[src/rtl/decode_stage_pkg.sv]
// Shared RV32I decode definitions: opcode constants, field positions and immediate format lookup.
package decode_stage_pkg;

  localparam logic [6:0] OPC_OP     = 7'b0110011;
  localparam logic [6:0] OPC_OP_IMM = 7'b0010011;
  localparam logic [6:0] OPC_LOAD   = 7'b0000011;
  localparam logic [6:0] OPC_STORE  = 7'b0100011;
  localparam logic [6:0] OPC_BRANCH = 7'b1100011;
  localparam logic [6:0] OPC_JAL    = 7'b1101111;
  localparam logic [6:0] OPC_JALR   = 7'b1100111;
  localparam logic [6:0] OPC_LUI    = 7'b0110111;
  localparam logic [6:0] OPC_AUIPC  = 7'b0010111;

  localparam int unsigned RD_LSB     = 7;
  localparam int unsigned FUNCT3_LSB = 12;
  localparam int unsigned RS1_LSB    = 15;
  localparam int unsigned RS2_LSB    = 20;
  localparam int unsigned FUNCT7_LSB = 25;

  typedef enum logic [2:0] {ImmNone, ImmI, ImmS, ImmB, ImmU, ImmJ} imm_fmt_e;

  function automatic imm_fmt_e imm_fmt(input logic [6:0] opcode);
    imm_fmt_e fmt;
    case (opcode)
      OPC_OP_IMM, OPC_LOAD, OPC_JALR: fmt = ImmI;
      OPC_STORE:                      fmt = ImmS;
      OPC_BRANCH:                     fmt = ImmB;
      OPC_LUI, OPC_AUIPC:             fmt = ImmU;
      OPC_JAL:                        fmt = ImmJ;
      default:                        fmt = ImmNone;
    endcase
    return fmt;
  endfunction

endpackage

[src/rtl/decode_stage_imm_gen.sv]
// Combinational RV32I immediate generator; sign-extends to REG_W, unknown opcodes yield zero.
module decode_stage_imm_gen
  import decode_stage_pkg::*;
#(
  parameter int unsigned REG_W = 32
) (
  input  logic [31:0]      instr,
  output logic [REG_W-1:0] imm
);

  logic [31:0] imm32;

  always_comb begin
    imm32 = '0;
    case (imm_fmt(instr[6:0]))
      ImmI:    imm32 = {{20{instr[31]}}, instr[31:20]};
      ImmS:    imm32 = {{20{instr[31]}}, instr[31:25], instr[11:7]};
      ImmB:    imm32 = {{19{instr[31]}}, instr[31], instr[7], instr[30:25], instr[11:8], 1'b0};
      ImmU:    imm32 = {instr[31:12], 12'b0};
      ImmJ:    imm32 = {{11{instr[31]}}, instr[31], instr[19:12], instr[20], instr[30:21], 1'b0};
      default: imm32 = '0;
    endcase
  end

  assign imm = REG_W'($signed(imm32));

endmodule

[src/rtl/decode_stage.sv]
// RV32I decode stage: register read, busy-bit scoreboard and one-entry ID/EX register.
// Build option: define WB_BYPASS_EN to forward writeback data and issue in the writeback cycle.
module decode_stage
  import decode_stage_pkg::*;
#(
  parameter  int unsigned REG_COUNT = 32,
  parameter  int unsigned REG_W     = 32,
  localparam int unsigned REG_IDX_W = $clog2(REG_COUNT)
) (
  input  logic                 clk,
  input  logic                 aresetn,
  input  logic                 in_valid,
  output logic                 in_ready,
  input  logic [31:0]          in_instr,
  input  logic [REG_W-1:0]     in_pc,
  output logic [REG_IDX_W-1:0] rf_rd_reg_a,
  output logic [REG_IDX_W-1:0] rf_rd_reg_b,
  input  logic [REG_W-1:0]     rf_rd_data_a,
  input  logic [REG_W-1:0]     rf_rd_data_b,
  input  logic                 wb_en,
  input  logic [REG_IDX_W-1:0] wb_reg,
  input  logic [REG_W-1:0]     wb_data,
  input  logic                 flush,
  output logic                 out_valid,
  input  logic                 out_ready,
  output logic [REG_W-1:0]     out_pc,
  output logic [REG_W-1:0]     out_rs1_data,
  output logic [REG_W-1:0]     out_rs2_data,
  output logic [REG_W-1:0]     out_imm,
  output logic [REG_IDX_W-1:0] out_rd,
  output logic                 out_rd_we,
  output logic [6:0]           out_opcode,
  output logic [2:0]           out_funct3,
  output logic [6:0]           out_funct7
);

  logic [6:0]           opcode;
  logic [2:0]           funct3;
  logic [6:0]           funct7;
  logic [REG_IDX_W-1:0] rs1, rs2, rd;
  logic                 use1, use2, we;
  logic [REG_W-1:0]     imm;
  logic [REG_W-1:0]     rs1_data, rs2_data;

  logic [REG_COUNT-1:0] busy_q, busy_d, busy_src, wb_clr;
  logic                 hazard, fire;

  assign opcode = in_instr[6:0];
  assign rd     = in_instr[RD_LSB +: REG_IDX_W];
  assign funct3 = in_instr[FUNCT3_LSB +: 3];
  assign rs1    = in_instr[RS1_LSB +: REG_IDX_W];
  assign rs2    = in_instr[RS2_LSB +: REG_IDX_W];
  assign funct7 = in_instr[FUNCT7_LSB +: 7];

  assign rf_rd_reg_a = rs1;
  assign rf_rd_reg_b = rs2;

  assign use1 = !(opcode inside {OPC_LUI, OPC_AUIPC, OPC_JAL});
  assign use2 = opcode inside {OPC_BRANCH, OPC_STORE, OPC_OP};
  assign we   = !(opcode inside {OPC_BRANCH, OPC_STORE}) && (rd != '0);

  decode_stage_imm_gen #(
    .REG_W (REG_W)
  ) u_imm_gen (
    .instr (in_instr),
    .imm   (imm)
  );

  always_comb begin
    wb_clr = '0;
    if (wb_en && (wb_reg != '0)) wb_clr[wb_reg] = 1'b1;
  end

`ifdef WB_BYPASS_EN
  // A source retiring this cycle is taken straight from the writeback bus.
  assign busy_src = busy_q & ~wb_clr;
  assign rs1_data = (wb_en && (wb_reg == rs1) && (rs1 != '0)) ? wb_data : rf_rd_data_a;
  assign rs2_data = (wb_en && (wb_reg == rs2) && (rs2 != '0)) ? wb_data : rf_rd_data_b;
`else
  logic [REG_W-1:0] unused_wb_data;
  assign unused_wb_data = wb_data;
  assign busy_src = busy_q;
  assign rs1_data = rf_rd_data_a;
  assign rs2_data = rf_rd_data_b;
`endif

  assign hazard   = (use1 && busy_src[rs1]) || (use2 && busy_src[rs2]) || (we && busy_q[rd]);
  assign in_ready = (!out_valid || out_ready) && !hazard && !flush;
  assign fire     = in_valid && in_ready;

  // Set is applied last so it wins over a same-index clear.
  always_comb begin
    busy_d = busy_q & ~wb_clr;
    if (flush && out_valid && out_rd_we) busy_d[out_rd] = 1'b0;
    if (fire && we) busy_d[rd] = 1'b1;
    busy_d[0] = 1'b0;
  end

  always_ff @(posedge clk or negedge aresetn) begin
    if (!aresetn) begin
      busy_q <= '0;
    end else begin
      busy_q <= busy_d;
    end
  end

  always_ff @(posedge clk or negedge aresetn) begin
    if (!aresetn) begin
      out_valid    <= 1'b0;
      out_pc       <= '0;
      out_rs1_data <= '0;
      out_rs2_data <= '0;
      out_imm      <= '0;
      out_rd       <= '0;
      out_rd_we    <= 1'b0;
      out_opcode   <= '0;
      out_funct3   <= '0;
      out_funct7   <= '0;
    end else if (fire) begin
      out_valid    <= 1'b1;
      out_pc       <= in_pc;
      out_rs1_data <= rs1_data;
      out_rs2_data <= rs2_data;
      out_imm      <= imm;
      out_rd       <= rd;
      out_rd_we    <= we;
      out_opcode   <= opcode;
      out_funct3   <= funct3;
      out_funct7   <= funct7;
    end else if (flush || out_ready) begin
      out_valid <= 1'b0;
    end
  end

endmodule

[config.mk]
export PLATFORM = sky130hd
export DESIGN_NAME = decode_stage
export DESIGN_NICKNAME = d
export VERILOG_FILES = /design/src/rtl/decode_stage_pkg.sv /design/src/rtl/decode_stage_imm_gen.sv /design/src/rtl/decode_stage.sv
export SDC_FILE = /design/constraint.sdc
export NUM_CORES = 1
export LEC_CHECK = 0
export CORE_UTILIZATION = 45
export CTS_CLUSTER_DIAMETER = 60
export CTS_CLUSTER_SIZE = 25
export DETAILED_ROUTE_END_ITERATION = 12
export PLACE_DENSITY = 0.8
export SLEW_MARGIN = 10
export SYNTH_ARGS = -nofsm -noshare
export SYNTH_HDL_FRONTEND = slang
export SYNTH_HIERARCHICAL = 1
export SYNTH_SLANG_ARGS = --single-unit
[constraint.sdc]
create_clock -name clk -period 3.3 [get_ports clk]
set_clock_uncertainty 0.1 [all_clocks]
set_input_delay 0.33 -clock clk [delete_from_list [all_inputs] [get_ports clk]]
set_output_delay 0.33 -clock clk [all_outputs]
set_load 0.02 [all_outputs]
* Word-level counts from Yosys, hierarchy flattened
Index checks and enable logic that the tools add are counted.
** Operators by class
- Equal/unequal tests :: 14
- Magnitude comparators :: 8
- Bitwise operators :: 5
- Multiplexer cells :: 19
- Reductions and logical operators :: 31
** Operators with widths (number)
- case mux 32 bit (5 select lines) :: 1
- two-way mux 32 bit :: 3
- bitwise AND 32 bit :: 2
- inverter 32 bit :: 2
- OR 32 bit :: 1
- less-than comparator 5 x 6 -> 1 bit (second input constant) :: 5
- == test 7 x 6 -> 1 bit (second input constant) :: 3
- == test 7 bit (second input constant) :: 3
- binary-select mux 1 bit (select 5 bit) :: 3
- demux 1 bit (select 5 bit) :: 3
- greater-or-equal comparator 5 x 1 -> 1 bit (second input constant) :: 3
- case mux 3 bit (5 select lines) :: 1
- == test 7 x 5 -> 1 bit (second input constant) :: 2
- logical AND 1 bit :: 14
- nonzero test 5 bit :: 2
- two-way mux 1 bit :: 8
- == test 7 x 2 -> 1 bit (second input constant) :: 1
- == test 3 x 2 -> 1 bit (second input constant) :: 2
- == test 3 bit (second input constant) :: 2
- nonzero test 3 bit :: 2
- zero test 1 bit :: 5
- logical OR 1 bit :: 4
- nonzero test 2 bit :: 2
- == test 3 x 1 -> 1 bit (second input constant) :: 1
- other kinds (2) :: 2
** Storage, ports and cells
- Register bits :: 183
- Bits of input ports :: 171
- Output and inout bits :: 163
- Logic and storage cells :: 88

* Depth between registers and ports, before layout
Gate-level depths: netlist of the first run.
- Depth after elaboration :: 12
- Mapped depth :: 12
- Gate-level depth less buffers :: 7

* Modules after synthesis
Netlist of the first run, hierarchy kept.
** By module, submodules not included
- decode_stage :: times used 1, seq. area each 4579.4 µm², area each 8705.8 µm², cells each 590
- decode_stage_imm_gen :: times used 1, seq. area each 0.0 µm², area each 490.5 µm², cells each 76

* Worst setup path after synthesis of the first run
OpenSTA, ideal clock, no wires.
- Kind :: input to register
- Start :: input port in_instr[15]
- End :: register out_funct3[0]
- Setup slack :: 598 ps
- Data arrival time :: 2477 ps
- Path buffers :: 4
- Library setup time :: 125 ps
- Cell stages on the path :: 11
- Required time :: 3075 ps
- Path through :: buf_2 -> mux4_2 -> o21ai_0 -> a31oi_1 -> o311ai_1 -> o31a_1 -> and3_1 -> buf_6 -> buf_12 -> buf_12 -> mux2_4
** On the way
- Longest elaborated chain between the ends :: 9
** RTL lines
- from (decl) :: line decode_stage.sv:14 : input logic [31:0] in_instr,
- binary-select mux 1 bit (select 5 bit) :: line decode_stage.sv:87 : assign hazard = (use1 && busy_src[rs1]) || (use2 && busy_src[rs2]) || (we && busy_q[rd]);
- two-way mux 1 bit (not written as such) :: line decode_stage.sv:87
- logical AND 1 bit :: line decode_stage.sv:87
- logical OR 1 bit (2 in a row) :: line decode_stage.sv:87
- zero test 1 bit :: line decode_stage.sv:88 : assign in_ready = (!out_valid || out_ready) && !hazard && !flush;
- logical AND 1 bit (2 in a row) :: line decode_stage.sv:88
- logical AND 1 bit :: line decode_stage.sv:89 : assign fire = in_valid && in_ready;
- to (signal assigned) :: line decode_stage.sv:128 : out_funct3 <= funct3;
- to (decl) :: line decode_stage.sv:33 : output logic [2:0] out_funct3,
Every way passes these cells. The select of a mux whose other input is x is not followed.
A chain may end at the register's enable or synchronous reset.

* Worst setup path in the final report of the first run
- Start :: input port in_instr[16]
- End :: register out_imm[29]
** On the way
- Longest elaborated chain between the ends :: 9
** RTL lines
- binary-select mux 1 bit (select 5 bit) :: line decode_stage.sv:87
- two-way mux 1 bit (not written as such) :: line decode_stage.sv:87
- logical AND 1 bit :: line decode_stage.sv:87
- logical OR 1 bit (2 in a row) :: line decode_stage.sv:87
- zero test 1 bit :: line decode_stage.sv:88
- logical AND 1 bit (2 in a row) :: line decode_stage.sv:88
- logical AND 1 bit :: line decode_stage.sv:89
- to (signal assigned) :: line decode_stage.sv:124 : out_imm <= imm;
- to (decl) :: line decode_stage.sv:29 : output logic [REG_W-1:0] out_imm,
Every way passes these cells. The select of a mux whose other input is x is not followed.

==> qor_table.md, run 1 <==
| Parameter | Value |
|:---|:---|
| Number of levels the H-tree was split into | 4 |
| Routed metal-1 wirelength | 10.7 mm |
| Minimum period implied by the final worst setup slack | 3.13 ns |
| Number of hold violations in the final report | 0 |
| Maximum clock path buffer count | 2 |
| Dpl hpwl | 20.8 mm |
| WL met2 | 13.8 mm |
| CTS tree | yes |
| Clk_lat worst skew | 0.43 ns |
| Critical Path Max Stage Delay | 0.60 ns |
| Sum of routed wire length over all layers | 27.9 mm |
| Crit path DAT | 3.35 ns |
| Outcome | complete, no violations |
| Total Nets Final | 1147 |
| Leakage Power | 5.59 nW |
| Clock sink count | 183 |
| Post-route DRC violation count | 0 |
| Mean number of vias per cell | 5.73 |
| VDD IR-drop max | 0.433 mV |
| Initial DRC count | 496 |
| Type of the tightest min-delay check | in -> async |
| Switching power | 2.52 mW |
| Worst slack at placement | -0.233 ns |
| Initial core utilization | 46.6% |
| Most used flip-flop cell after synthesis | dfrtp_1 |
| Required time of the critical path | 3.52 ns |
| Crit-path leading delay family | buffers and inverters |
| FMAX | 0.319 GHz |
| Die outline width | 145 microns |
| Setup slack after layout | 0.166 ns |
| Critical Path, Cell by Cell | clkdlybuf4s50_1, buf_4, mux4_2, mux2i_1, a31oi_1, o311ai_1, o31a_1, and3_4, buf_12, mux2_2 |
| Core box area | 19700 sq um |
| Number of enable-type register cells in the synthesized netlist | 0 |
| Global Route Usage Sum | 27.1% |
| Sequential share of power | 39.5% |
| Maximum number of pins on one net before global-route repair | 67 |
| Pint | 5.16 mW |
| Register clock-pin slew on the reported worst setup and hold paths | 0.07 ns |
| Cell area after synthesis | 9200 sq um |
| Clock buffer count from CTS | 17 |
| Largest driver fanout on the critical path | 30 |
| Max stage delay cell, worst path | clkdlybuf4s50_1 |
| Root Buffer Master | clkbuf_16 |
| Routed via count | 7187 |
| Remaining global-route overflow | 0 |
| Number of setup violations in the final report | 0 |
| Setup crit end kind | flop |
| Part of the power in the clock network | 26.3% |
| Synth Warn # | 6 |
| Worst-Margin Slew | 1.02 ns |
| CP bufs+invs | 3 |
| Full die area | 21000 sq um |
| Cell row count | 51 |
| PwrDens | 584 nW/um^2 |
| # fillers | 1429 |
| Startpoint types | input pin |
| Highest layer used for signal routing | met4 |
| WL/cell | 22.2 microns |
| Number of detailed-routing iterations run before antenna repair | 5 |
| RSZ-0062 raised after global routing | false |
| Vias in the first global route | 7451 |
| Syn avg cell area | 13.8 sq um |
| Die height | 145 microns |
| Kind of critical path | in -> reg |
| Area Growth Syn to Fin | 43.0% |
| Fraction of the yosys area taken by sequential cells | 49.8% |
| Met3 layer wire length in the routed design | 2.51 mm |
| Post-Route Utilization | 66.7% |
| Synthesized flop and latch total | 183 |
| Combinational group share of total power | 34.2% |
| Global-route wire length before repair | 43.8 mm |
| Routability cong. | 0.919 |
| Initial antenna violation count | 1 |
| Port buffer count | 301 |
| # IOs | 334 |
| Gate count after technology mapping | 666 |
| Final worst-path cycle share | 95.0% |
| Max Transition Viols Final | 0 |
| Number of max-cap violations | 0 |
| Sw Share | 32.8% |
| Count of buffers added by post-CTS timing repair for setup | 0 |
| Syn_nets | 837 |
| Residual antenna-violating net count after detailed routing | 0 |
| Max_slew headroom | 31.6% |
| Synth unique cells | 56 |
| Fraction of registers with async set/reset | 100% |
| Fraction of layout cells with a size suffix above 1 | 27.6% |
[layout by cell type (no fill, tap or decap), types with 14 or more instances in the layout]
master           instances
a21o_1                  19
buf_4                   40
clkbuf_16               17
clkdlybuf4s50_1        299
dfrtp_1                183
mux2_2                  93
mux2_4                  59
mux2i_1                 14
mux4_2                  17
nand2_1                 21
nand3_1                 14
nand3b_1                14
nor2_1                  15
o221ai_1                31
o41ai_1                 23
[through the flow]
stage	hold slack (ns)	std cells	cell area, sq um	TNS, ns	power [mW]
finish	0.323	1255	13200	0	7.68
global route	0.369	1255	13200	0	7.98
CTS	0.323	1254	13200	0	7.72
detailed placement	0.223	1221	12600	-24.74	5.68
global placement	0.224	1221	12600	-22.44	5.62
floorplan	-0.0656	666	9200	0	4.33
[registers in the layout, indices dropped and copies added (netlist names), 5 cells and up]
register	cells
out_imm	32
out_rd	5
out_rs1_data	32
out_rs2_data	32
busy_q	31
out_opcode	7
out_funct7	7
out_pc	32
[Yosys cell counts, drive strengths merged, types with 2 or more instances]
master | n | share of area, %
mux4 | 17 | 4.2
nor2b | 5 | 0.34
mux2i | 14 | 1.5
a22o | 4 | 0.38
o41ai | 31 | 3.6
buf | 41 | 4.2
mux2 | 152 | 21
or3 | 4 | 0.27
nor4b | 4 | 0.45
nand2 | 21 | 0.86
nor4 | 3 | 0.27
o31ai | 2 | 0.16
inv | 7 | 0.29
clkbuf | 17 | 0.69
o221ai | 31 | 3.0
dfrtp | 183 | 50
o21ai | 6 | 0.33
nand3b | 14 | 1.1
nor3 | 10 | 0.60
a2111oi | 2 | 0.20
nand2b | 6 | 0.41
a21o | 19 | 1.6
nor2 | 15 | 0.61
and2 | 9 | 0.63
a211oi | 2 | 0.16
a21oi | 5 | 0.27
nand4 | 2 | 0.14
a31oi | 4 | 0.27
or2 | 2 | 0.14
nand3 | 15 | 0.82
or3b | 5 | 0.48
[cells by family (layout without fill, tap and decap cells)]
family          Yosys count  after routing  share of synthesized area [%]
other cells               0              1                              0
buf+inv                  65            388                           5.17
mux                     183            183                           26.7
flops                   183            183                           49.8
compound gates          114            114                           10.6
simple gates            121            121                           7.71
[per-layer routing]
metal  track usage [%]  up-vias
met3              7.92       53
met2              45.8      411
met1              32.6     3555
met5                 0        -
li1                  -     3168
met4              9.89        0
[repair_timing]
item                                    4_1_cts  5_1_grt
endpoints found under the hold margin        47        0
gates resized for setup                       1        2
endpoints found under the setup margin        1        1
hold buffers                                  1        0
[worst paths after layout]
kind | startpoint | end | slack (ns) | depth (start not counted)
hold / removal | aresetn | out_rs2_data[11] | 0.32 | 2
min in group clk | rf_rd_data_b[28] | out_rs2_data[28] | 0.40 | 2
setup / recovery | in_instr[16] | out_imm[29] | 0.17 | 10
max in group asynchronous | aresetn | out_funct3[1] | 1.97 | 3
hold reg to reg | out_opcode[0] | out_opcode[0] | 0.41 | 1
setup reg to reg | busy_q[27] | out_imm[29] | 0.29 | 8
[power groups by stage]
stage	Clock, mW	Sequential (mW)	Combinational, mW
final	2.02	3.04	2.63
after CTS	2.05	3.03	2.64
after detailed placement	0	3.06	2.62
after floorplan	0	3.48	0.854
after global placement	0	3.03	2.59
after global routing	2.14	3.09	2.75
[layout make-up]
cell class | instances | area, sq um | share of cell area (%)
Timing Repair Buffer | 349 | 3460 | 26.3
Multi-Input combinational cell | 418 | 4160 | 31.6
Clock buffer | 18 | 439 | 3.34
Tap cell | 265 | 332 | 2.52
Inverter | 7 | 26.3 | 0.200
Clock inverter | 14 | 151 | 1.15
Sequential cell | 183 | 4580 | 34.8
Antenna cell | 1 | 2.50 | 0.0190
(Power assumes the default switching activity.)
==> inputs of run 2 (changes only) <==
--- a/config.mk
+++ b/config.mk
@@ -5,11 +5,13 @@
 export SDC_FILE = /design/constraint.sdc
 export NUM_CORES = 1
 export LEC_CHECK = 0
-export CORE_UTILIZATION = 45
+export CELL_PAD_IN_SITES_DETAIL_PLACEMENT = 2
+export CELL_PAD_IN_SITES_GLOBAL_PLACEMENT = 2
+export CORE_UTILIZATION = 29
 export CTS_CLUSTER_DIAMETER = 60
-export CTS_CLUSTER_SIZE = 25
+export CTS_CLUSTER_SIZE = 40
 export DETAILED_ROUTE_END_ITERATION = 12
-export PLACE_DENSITY = 0.8
+export PLACE_DENSITY = 0.79
 export SLEW_MARGIN = 10
 export SYNTH_ARGS = -nofsm -noshare
 export SYNTH_HDL_FRONTEND = slang
==> qor_table.md, run 2 (synthesized netlist as in run 1, its figures left out) <==
| Parameter | Value |
|:---|:---|
| Post-Route Utilization | 43.6% |
| Critical Path, Cell by Cell | clkdlybuf4s50_1, mux4_2, and3b_1, o31ai_1, a31oi_1, nor3_2, and3_4, buf_12, buf_12, mux2_2 |
| PwrDens | 588 nW/um^2 |
| Root Buffer Master | clkbuf_16 |
| Part of the power in the clock network | 27.1% |
| Max_slew headroom | 31.7% |
| CTS tree | yes |
| # diodes | 0 |
| Max Transition Viols Final | 0 |
| Fraction of layout cells with a size suffix above 1 | 28.3% |
| Switching power | 2.61 mW |
| Setup crit end kind | flop |
| Outcome | complete, no violations |
| Critical Path Max Stage Delay | 0.61 ns |
| Clock buffer count from CTS | 17 |
| Worst-Margin Slew | 1.02 ns |
| Tot Pwr | 7.91 mW |
| Number of detailed-routing iterations run before antenna repair | 5 |
| Cell seen most often among critical-path stages | buf_12 |
| Dpl hpwl | 26.0 mm |
| Area Growth Syn to Fin | 46.4% |
| Minimum period implied by the final worst setup slack | 3.09 ns |
| Combinational group share of total power | 34.2% |
| Residual antenna-violating net count after detailed routing | 0 |
| Maximum number of pins on one net before global-route repair | 79 |
| Initial core utilization | 29.8% |
| WL/cell | 25.3 microns |
| Number of hold violations in the final report | 0 |
| # fillers | 3090 |
| Remaining global-route overflow | 0 |
| RSZ-0062 raised after global routing | false |
| Routability cong. | 0.848 |
| Initial DRC count | 386 |
| Global-route wire length before repair | 54.3 mm |
| Launch point of the worst reg-to-reg path | busy_q[14] |
| Post-route DRC violation count | 0 |
| Total Nets Final | 1157 |
| Full die area | 32400 sq um |
| Number of levels the H-tree was split into | 4 |
| Core box area | 30900 sq um |
| Sw Share | 33.0% |
| Number of setup violations in the final report | 0 |
| Required time of the critical path | 3.53 ns |
| Crit path DAT | 3.32 ns |
| VDD IR-drop max | 0.373 mV |
| # IOs | 334 |
| Pint | 5.31 mW |
| Register clock-pin slew on the reported worst setup and hold paths | 0.07 ns |
| Global Route Usage Sum | 22.2% |
| Launching instance or port of the critical path | in_instr[7] |
| Die outline width | 180 microns |
| Kind of critical path | in -> reg |
| Final worst-path cycle share | 93.7% |
| Largest driver fanout on the critical path | 15 |
| Vias in the first global route | 8279 |
| Sum of routed wire length over all layers | 35.3 mm |
| Maximum clock path buffer count | 2 |
| Mean number of vias per cell | 5.28 |
| Most common library cell in the layout ignoring fill and taps | clkdlybuf4s50_1 |
| Cell row count | 64 |
| Routed via count | 7360 |
| Number of max-cap violations | 0 |
| Clock sink count | 183 |
| Port buffer count | 301 |
| Die height | 180 microns |
| Startpoint types | input pin |
| Reg-to-reg setup timing slack | 0.31 ns |
| Max stage delay cell, worst path | clkdlybuf4s50_1 |
| FMAX | 0.323 GHz |
| Initial antenna violation count | 0 |
| Hold Crit Start | rf_rd_data_a[5] |
| Commonest cells after routing, fill and taps aside | clkdlybuf4s50_1, dfrtp_1, mux2_2 |
| Leakage Power | 5.67 nW |
| Clk_lat worst skew | 0.45 ns |
| Type of the tightest min-delay check | in -> reg |
| Sequential share of power | 38.8% |
run 2: cell types whose count changed in the layout (fill, tap and decap cells not counted), sizes merged:
| cell | previous run | this run |
|---|---|---|
| inv | 15 | 12 |
| bufinv | 0 | 2 |
| diode | 1 | 0 |
| buf | 47 | 57 |
| clkinvlp | 1 | 2 |
run 2: critical path, delay by kind of cell:
family,cells,cell delay (ns)
AND/OR/NAND/NOR,3,0.79
multiplexers,2,0.88
buffers and inverters,3,0.97
AO/OA/AOI/OAI,2,0.34
run 2: per-layer routing:
metal	GRT usage, %	vias to the layer above	share of wire (%)
met2	39.3	301	52
met1	27.0	3858	40
li1	-	3168	-
met3	5.50	33	6.4
met4	5.44	0	1.5
met5	0	-	0
run 2: power groups by stage:
stage / combinational, mW / clock, mW / sequential [mW]
detailed placement: 2.70 / 0 / 3.10
global route: 2.83 / 2.26 / 3.13
CTS: 2.72 / 2.20 / 3.07
global placement: 2.63 / 0 / 3.05
finish: 2.70 / 2.14 / 3.07
floorplan: 0.854 / 0 / 3.48
run 2: final cells by class:
| class | count | area (sq um) | area share, % |
|---|---|---|---|
| Timing Repair Buffer | 359 | 3600 | 26.7 |
| Inverter | 7 | 26.3 | 0.195 |
| Clock inverter | 14 | 164 | 1.22 |
| Multi-Input combinational cell | 418 | 4160 | 30.9 |
| Sequential cell | 183 | 4580 | 34.0 |
| Tap cell | 396 | 495 | 3.68 |
| Clock buffer | 18 | 439 | 3.26 |
run 2: stage by stage:
stage,instances,TNS [ns],worst slack (ns),area [sq um],hold WS (ns)
2_1_floorplan,666,0,0.598,9200,-0.0656
3_3_place_gp,1361,-10.31,-0.154,12800,0.317
3_5_place_dp,1361,-18.48,-0.196,12800,0.325
4_1_cts,1394,0,0.0715,13500,0.364
5_1_grt,1395,0,0.137,13500,0.377
6_report,1395,0,0.208,13500,0.381
run 2: path summary, 6_finish.rpt:
path                              endpoint  cells after the start
setup / recovery               out_imm[25]                     10
hold / removal             out_rs1_data[5]                      2
setup reg to reg               out_imm[25]                      9
hold reg to reg            out_rs2_data[0]                      1
max in group asynchronous      out_imm[30]                      3
min in group asynchronous    out_opcode[2]                      2
run 2: repair_timing:
item,4_1_cts,5_1_grt
gates resized for setup,1,2
gates cloned,0,0
buffers inserted,0,1
endpoints found under the hold margin,75,0
hold buffers,1,0
pin swaps,0,1
endpoints found under the setup margin,1,1
==> inputs of run 3 (changes only) <==
--- a/config.mk
+++ b/config.mk
@@ -7,7 +7,7 @@
 export LEC_CHECK = 0
 export CELL_PAD_IN_SITES_DETAIL_PLACEMENT = 2
 export CELL_PAD_IN_SITES_GLOBAL_PLACEMENT = 2
-export CORE_UTILIZATION = 29
+export CORE_UTILIZATION = 28
 export CTS_CLUSTER_DIAMETER = 60
 export CTS_CLUSTER_SIZE = 40
 export DETAILED_ROUTE_END_ITERATION = 12
@@ -15,5 +15,4 @@
 export SLEW_MARGIN = 10
 export SYNTH_ARGS = -nofsm -noshare
 export SYNTH_HDL_FRONTEND = slang
-export SYNTH_HIERARCHICAL = 1
 export SYNTH_SLANG_ARGS = --single-unit
==> qor_table.md, run 3 <==
| Parameter | Value |
|:---|:---|
| Gate count after technology mapping | 694 |
| Number of setup violations in the final report | 0 |
| Max Transition Viols Final | 0 |
| Fraction of the yosys area taken by sequential cells | 50.9% |
| Critical Path Sink | in_ready |
| Total Nets Final | 1193 |
| Kind of critical path | in -> out |
| Max stage delay cell, worst path | clkdlybuf4s50_1 |
| Global-route wire length before repair | 53.3 mm |
| Stages on the worst setup path | 9 |
| Startpoint types | input pin |
| Adder-Cell Fraction of Synth Area | 0% |
| Routability cong. | 0.826 |
| Endpoint of the worst register-to-register path | out_pc[7] |
| Share of synthesized area spent on multiplexers | 24.2% |
| RSZ-0062 raised after global routing | false |
| Number of detailed-routing iterations run before antenna repair | 4 |
| Leakage Power | 5.61 nW |
| Sum of routed wire length over all layers | 34.8 mm |
| Syn avg cell area | 13.0 sq um |
| Most used standard cell by instance count after synthesis | dfrtp_1 |
| Global Route Usage Sum | 21.7% |
| Final hold slack | 0.335 ns |
| Library cell with the largest summed area after synthesis | dfrtp_1 |
| Initial antenna violation count | 2 |
| Final worst-path cycle share | 95.9% |
| Die height | 181 microns |
| Syn_nets | 865 |
| Reg-to-reg setup timing slack | 0.43 ns |
| Setup crit end kind | output pin |
| # IOs | 334 |
| Top area cells in the synthesized netlist | dfrtp_1, mux2_1, mux2i_1 |
| Clock buffer count from CTS | 17 |
| Critical Path Max Stage Delay | 0.51 ns |
| CTS tree | yes |
| VDD IR-drop max | 0.445 mV |
| Type of the tightest min-delay check | in -> async |
| Mean number of vias per cell | 5.12 |
| Share of the synthesized area in compound gates (AO/OA/AOI/OAI) | 12.1% |
| Full die area | 32800 sq um |
| Post-placement cell count | 1404 |
| Port buffer count | 301 |
| Synthesized-area fraction occupied by xor and xnor cells | 0% |
| Number of hold violations in the final report | 0 |
| Critical Path, Cell by Cell | clkdlybuf4s50_1, buf_12, mux2i_1, a211oi_1, nor4_2, nand2_1, a221oi_2, and3_1, clkdlybuf4s15_1 |
| Synthesized flop and latch total | 183 |
| Synth Warn # | 0 |
| CP bufs+invs | 3 |
| Dominant combinational cell family by area after synthesis | multiplexers |
| Max_slew headroom | 28.0% |
| Root Buffer Master | clkbuf_16 |
| Register clock-pin slew on the reported worst setup and hold paths | 0.06 ns |
| Minimum period implied by the final worst setup slack | 3.17 ns |
| Maximum number of pins on one net before global-route repair | 84 |
| Synth unique cells | 48 |
| Number of levels the H-tree was split into | 4 |
| Cell area after synthesis | 8990 sq um |
| Clk_lat worst skew | 0.45 ns |
| Die outline width | 181 microns |
| Clock sink count | 183 |
| Commonest cells after routing, fill and taps aside | clkdlybuf4s50_1, dfrtp_1, mux2_1 |
| Outcome | complete, no violations |
| PwrDens | 651 nW/um^2 |
| Initial DRC count | 287 |
| Commonest cells in the synthesized netlist | dfrtp_1, mux2_1, mux2i_1 |
| Core box area | 31600 sq um |
| Number of standard cells in the layout, taps in and fillers out | 1437 |
| Dpl hpwl | 26.4 mm |
| Remaining global-route overflow | 0 |
| Worst R2R Path Depth | 9 |
| Worst-Margin Slew | 1.08 ns |
| Required time of the critical path | 2.87 ns |
| Most common library cell in the layout ignoring fill and taps | clkdlybuf4s50_1 |
| Fraction of registers with async set/reset | 100% |
| Crit-path leading delay family | buffers and inverters |
| Crit path DAT | 2.74 ns |
| Residual antenna-violating net count after detailed routing | 0 |
| Maximum clock path buffer count | 2 |
| Fraction of layout cells with a size suffix above 1 | 14.9% |
| Number of max-cap violations | 0 |
| Vias in the first global route | 8362 |
| Launching instance or port of the critical path | in_instr[7] |
| Post-route DRC violation count | 0 |
| Area Growth Syn to Fin | 49.2% |
| Number of enable-type register cells in the synthesized netlist | 0 |
| Simple-gate portion of the synthesized area | 7.19% |
| WL/cell | 24.2 microns |
| Most used flip-flop cell after synthesis | dfrtp_1 |
| Cell row count | 65 |
| FMAX | 0.316 GHz |
| Launch point of the worst reg-to-reg path | busy_q[3] |
| Initial core utilization | 28.5% |
| Largest driver fanout on the critical path | 18 |
| Routed via count | 7357 |
| Top cell type's share of synthesized area | 50.9% |
## run 3: area by class of cell
class,count,area [sq um]
timing repair buffer,365,3660
clock buffer,17,425
inverter,34,128
sequential,183,4580
fill,3179,18100
antenna,1,2.50
tap,402,503
multi-input combinational,421,3920
clock inverter,14,193
## run 3: timing repair
action,in CTS,in global routing
pin swaps,1,0
hold endpoints to repair,60,0
buffers inserted,0,0
hold buffers,1,0
resized for setup,2,2
setup endpoints to repair,1,1
## run 3: how the worst min path moves through the flow
stage / cells after the start / slack, ns / end
final: 2 / 0.34 / busy_q[14]
after global routing: 2 / 0.36 / out_rs2_data[11]
after CTS: 2 / 0.34 / out_imm[3]
after detailed placement: 1 / 0.27 / busy_q[9]
after global placement: 1 / 0.27 / busy_q[14]
after floorplan: 0 / -0.07 / busy_q[10]
## run 3: per-stage QoR
stage	instance area [sq um]	worst slack (ns)	power, mW	TNS (ns)	utilization, %
after floorplan	8990	0.765	4.70	0	-
after global placement	12800	-0.200	6.38	-16.86	40.5
after detailed placement	12800	-0.240	6.56	-30.18	40.5
after CTS	13400	0.0215	8.83	0	42.5
after global routing	13400	0.0386	9.08	0	42.5
final	13400	0.134	8.73	0	42.5
## run 3: kinds of logic after synthesis
family,count (synthesis)
and+or+nand+nor,111
AOI/OAI and AO/OA,118
buffers and inverters,90
muxes,192
DFF,183
## run 3: per-layer routing
| metal | global-route usage, % | wire length, microns | up-vias |
|---|---|---|---|
| met4 | 6.78 | 626 | 2 |
| met3 | 4.45 | 1660 | 37 |
| met5 | 0 | 8 | - |
| met2 | 38.5 | 18300 | 215 |
| met1 | 26.1 | 14200 | 3862 |
| li1 | - | - | 3241 |
## run 3: power breakdown
group | switching (mW) | leakage, nW | total [mW] | internal [mW]
clock | 0.996 | 0.297 | 2.21 | 1.21
sequential | 0.507 | 2.26 | 3.33 | 2.83
combinational | 1.58 | 3.05 | 3.19 | 1.61
total | 3.08 | 5.61 | 8.73 | 5.65
